<file path="src/rtl/instruction_fetch.sv">
`default_nettype none
// ============================================================================
// Module      : instruction_fetch
// Description : Program sequencer. Fetches 10-bit iiiidddddd words from
//               instruction memory and issues them to the control unit.
//               Resolves JMP, RST and illegal opcodes locally.
// Revision    : 1.0 - initial release
// ============================================================================
module instruction_fetch #(
    parameter int ADDR_WIDTH = 8,
    parameter int PROG_LEN   = 256
) (
    input  logic                  clk,
    input  logic                  reset,
    input  logic                  run,
    output logic                  mem_req,
    output logic [ADDR_WIDTH-1:0] mem_addr,
    input  logic                  mem_valid,
    input  logic [9:0]            mem_data,
    output logic [9:0]            instruction,
    output logic                  instr_valid,
    input  logic                  instr_ready,
    output logic [ADDR_WIDTH-1:0] pc,
    output logic                  halted,
    output logic                  fault
);

    typedef enum logic [2:0] {
        S_IDLE  = 3'd0,
        S_REQ   = 3'd1,
        S_WAIT  = 3'd2,
        S_ISSUE = 3'd3,
        S_HALT  = 3'd4
    } state_t;

    localparam logic [3:0]            c_OP_RST        = 4'b0111;
    localparam logic [3:0]            c_OP_JMP        = 4'b1001;
    localparam logic [3:0]            c_OP_LAST_LEGAL = 4'b1100;
    localparam logic [ADDR_WIDTH-1:0] c_PC_LAST       = ADDR_WIDTH'(PROG_LEN - 1);

    state_t                r_state;
    state_t                w_state_nxt;
    logic [ADDR_WIDTH-1:0] r_pc;
    logic [ADDR_WIDTH-1:0] w_pc_nxt;
    logic [9:0]            r_instr;
    logic [9:0]            w_instr_nxt;
    logic                  r_fault;
    logic                  w_fault_nxt;
    logic                  r_mem_req;
    logic                  r_instr_valid;
    logic                  r_halted;

    logic [ADDR_WIDTH-1:0] w_pc_inc;
    logic [ADDR_WIDTH-1:0] w_jmp_tgt;
    logic                  w_transfer;

    assign w_pc_inc   = (r_pc == c_PC_LAST) ? '0 : r_pc + ADDR_WIDTH'(1);
    // Jump targets beyond the program length fold back into it.
    assign w_jmp_tgt  = ADDR_WIDTH'({26'd0, r_instr[5:0]} % 32'(PROG_LEN));
    assign w_transfer = (r_state == S_ISSUE) && instr_ready;

    always_comb begin
        w_state_nxt = r_state;
        w_pc_nxt    = r_pc;
        w_instr_nxt = r_instr;
        w_fault_nxt = r_fault;
        case (r_state)
            S_IDLE: begin
                if (run) begin
                    w_state_nxt = S_REQ;
                end
            end
            S_REQ: begin
                w_state_nxt = S_WAIT;
            end
            S_WAIT: begin
                if (mem_valid) begin
                    if (mem_data[9:6] <= c_OP_LAST_LEGAL) begin
                        w_instr_nxt = mem_data;
                        w_state_nxt = S_ISSUE;
                    end else begin
                        w_fault_nxt = 1'b1;
                        w_state_nxt = S_HALT;
                    end
                end
            end
            S_ISSUE: begin
                if (w_transfer) begin
                    case (r_instr[9:6])
                        c_OP_JMP: w_pc_nxt = w_jmp_tgt;
                        c_OP_RST: w_pc_nxt = '0;
                        default:  w_pc_nxt = w_pc_inc;
                    endcase
                    w_state_nxt = run ? S_REQ : S_IDLE;
                end
            end
            S_HALT: begin
                w_state_nxt = S_HALT;
            end
            default: begin
                w_state_nxt = S_IDLE;
            end
        endcase
    end

    // Status outputs are registered from the next state so they line up with it.
    always_ff @(posedge clk or posedge reset) begin
        if (reset) begin
            r_state       <= S_IDLE;
            r_pc          <= '0;
            r_instr       <= '0;
            r_fault       <= 1'b0;
            r_mem_req     <= 1'b0;
            r_instr_valid <= 1'b0;
            r_halted      <= 1'b0;
        end else begin
            r_state       <= w_state_nxt;
            r_pc          <= w_pc_nxt;
            r_instr       <= w_instr_nxt;
            r_fault       <= w_fault_nxt;
            r_mem_req     <= (w_state_nxt == S_REQ);
            r_instr_valid <= (w_state_nxt == S_ISSUE);
            r_halted      <= (w_state_nxt == S_HALT);
        end
    end

    assign mem_req     = r_mem_req;
    assign mem_addr    = r_pc;
    assign pc          = r_pc;
    assign instruction = r_instr;
    assign instr_valid = r_instr_valid;
    assign halted      = r_halted;
    assign fault       = r_fault;

endmodule
`default_nettype wire
</file>
<file path="config.mk">
export PLATFORM = sky130hd
export DESIGN_NAME = instruction_fetch
export DESIGN_NICKNAME = d
export VERILOG_FILES = /design/src/rtl/instruction_fetch.sv
export SDC_FILE = /design/constraint.sdc
export NUM_CORES = 1
export LEC_CHECK = 0
export CORE_MARGIN = 2
export CORE_UTILIZATION = 39
export CTS_CLUSTER_DIAMETER = 150
export CTS_CLUSTER_SIZE = 10
export DETAILED_ROUTE_END_ITERATION = 10
export HOLD_SLACK_MARGIN = 0.12
export PLACE_DENSITY = 0.71
export SYNTH_ARGS = -nofsm -noshare
export SYNTH_HDL_FRONTEND = slang
export SYNTH_SLANG_ARGS = --single-unit
</file>
<file path="constraint.sdc">
create_clock -name clk -period 1.7 [get_ports clk]
set_input_delay 0.34 -clock clk [delete_from_list [all_inputs] [get_ports clk]]
set_output_delay 0.34 -clock clk [all_outputs]
set_load 0.03 [all_outputs]
</file>
==> impl_metrics.json <==
{
  "status": "complete, no violations",
  "hold_path.class": "in -> async",
  "drtPass1Iterations": 4,
  "timing.hold.ws_ns": 0.343,
  "grt_max_degree": 26,
  "synthArstFlopShare": 1.00,
  "dieArea_mm2": 0.00375,
  "row_count": 20,
  "critical_path_class": "reg -> reg",
  "clock-sinks": 25,
  "io_pins": 45,
  "finClkSkew_ns": 0.0111,
  "h-tree-depth": 1,
  "clk_pin_slew_ns": 0.15,
  "port_buffers": 44,
  "synthTopCellsByCount": "dfrtp_1, buf_4, mux2_2, nor2_1, inv_1",
  "crit_start": "r_state[2]",
  "grt-ovfl-total": 0,
  "antenna_found_initial": 0,
  "critical_path.startpoint_type": "register",
  "critPathSlowestCell": "nor4_1",
  "core_area_mm2": 0.00308,
  "synth_top_area_share": 0.489,
  "area_growth_pct": 43.5,
  "die_h_um": 61.3,
  "synth.ff_latch_count": 25,
  "syn_area_per_cell_um2": 10.8,
  "drt-initial-drc-count": 48,
  "ir_drop_mv": 0.892,
  "ys_types": 40,
  "gp_congestion": 0.748,
  "r2r_end": "mem_addr[5]",
  "synth.area.top_cells": "dfrtp_1, mux2_2, buf_4, nor2_1, inv_1",
  "r2r_slack_ns": 0.04,
  "worstPathCellList": "nand4b_2, buf_4, nor4_1, a221oi_2, nand2_1",
  "synth_nets": 134,
  "antenna_cells": 0,
  "tightest_slew_ns": 0.522,
  "post_drt_via_cell_ratio": 5.23,
  "numCtsBuffers": 3,
  "r2r.worst_path.cells": 5,
  "setup_tns_ns": 0,
  "clock_latency_ns": 0.32,
  "wl_um": 3140,
  "synthFlopType": "dfrtp_1",
  "synth_top_area_cell": "dfrtp_1",
  "fmax_ghz": 0.604,
  "min_period_ns": 1.66,
  "drtAntennaViolNets": 0,
  "first_global_vias": 1126,
  "hold_viol": 0,
  "grt_usage": 0.180,
  "relSlewSlack": 0.649,
  "ys_warn_count": 0,
  "start_util": 0.415,
  "routed-via-count": 1115,
  "synth_edf_count": 0,
  "cts_root_buf": "clkbuf_4",
  "r2r_start": "r_state[2]",
  "finalNetCount": 186,
  "clockBufferDepth": 2,
  "synth_area_mm2": 0.00128,
  "syn_inst": 118,
  "stdcell_area_mm2": 0.00184,
  "wl_per_cell_um": 14.7,
  "synth_seq_area_share": 0.489,
  "cp_data_required_time_ns": 1.98,
  "timing.final.crit_share": 0.974,
  "cts_tree": "yes",
  "drive_gt1_frac": 0.243,
  "maxSlewViolCount": 0,
  "postLayoutCoreUtil": 0.596,
  "arrival_ns": 1.93,
  "yosysMostFrequentCell": "dfrtp_1",
  "power_leakage_nw": 0.873,
  "grt_pass1_wl_um": 5020,
  "path_max_fanout": 8,
  "dpl-instance-area_mm2": 0.00180,
  "max-cap-violations": 0,
  "drt_drc_violations_left": 0,
  "endpoint_kind": "register",
  "die_w_um": 61.3,
  "power_density_mw_per_mm2": 1810,
  "place_hpwl_um": 2310,
  "total_power_mw": 3.31,
  "critPathMaxStageDelay_ns": 0.49,
  "setup_violations": 0
}
## stage by stage
stage,instances,worst slack [ns]
2_1_floorplan,118,0.0400
3_3_place_gp,209,-0.0213
3_5_place_dp,209,-0.112
4_1_cts,213,0.00401
5_1_grt,213,-0.0333
6_report,213,0.0436
## worst max path at each step
stage / end / depth (start not counted) / slack, ns
after floorplan: mem_addr[7] / 5 / 0.04
after global placement: instruction[3] / 5 / -0.02
after detailed placement: mem_addr[5] / 6 / -0.11
after CTS: instr_valid / 1 / 0.004
after global routing: mem_addr[5] / 5 / -0.03
final: mem_addr[5] / 5 / 0.04
## logic make-up after synthesis
kind of cell | after synthesis | share of synthesized area
simple gates | 33 | 0.151
compound gates | 30 | 0.171
flops | 25 | 0.489
buf+inv | 20 | 0.0998
mux | 9 | 0.0793
fa+ha+maj | 1 | 0.00978
## layout make-up
type | count | area, µm²
clock buffers | 3 | 22.5
clock inverters | 1 | 7.51
fillers | 281 | 1240
inverters | 7 | 26.3
multi-input cells | 73 | 561
flip-flops and latches | 25 | 629
well taps | 44 | 55.1
repair buffers | 60 | 534
## power by group
group | switching [mW] | internal, mW | total (mW)
Combinational | 1.10 | 0.766 | 1.87
Sequential | 0.315 | 0.855 | 1.17
Clock | 0.187 | 0.0899 | 0.277
Total | 1.60 | 1.71 | 3.31
## routing by layer
layer | track usage | vias to the layer above | share of wire
li1 | - | 532 | -
met1 | 0.230 | 530 | 0.39
met2 | 0.305 | 47 | 0.54
met3 | 0.0189 | 6 | 0.054
met4 | 0.0839 | 0 | 0.017
met5 | 0 | - | 0
## registers in the layout, indices dropped and copies added (netlist names)
name / cells
halted: 1
fault: 1
mem_addr: 8
instruction: 10
instr_valid: 1
mem_req: 1
r_state: 3
## worst max-delay path, delay by kind of cell (launching register included)
family          cells  cell delay [ns]
flops               1             0.48
buf+inv             1             0.18
simple gates        3             0.83
compound gates      1             0.13
## repair_timing
action                     in CTS  in global routing
buffers inserted                0                  0
cloned                          0                  0
setup endpoints to repair      28                 10
gates resized for setup        28                  8
hold buffers                    0                  0
## placed cells by master, fill, tap and decap left out, types with 4 or more instances in the layout
master,netlist,routed
nor2_1,9,9
nand2_1,6,6
mux2_2,9,9
buf_4,9,16
dfrtp_1,25,22
o21ai_0,4,4
inv_1,7,7
a21oi_1,4,4
clkdlybuf4s50_1,0,14
dlygate4sd2_1,0,27
nand3_1,4,4
Note: power is estimated with default switching activity, not from simulation.
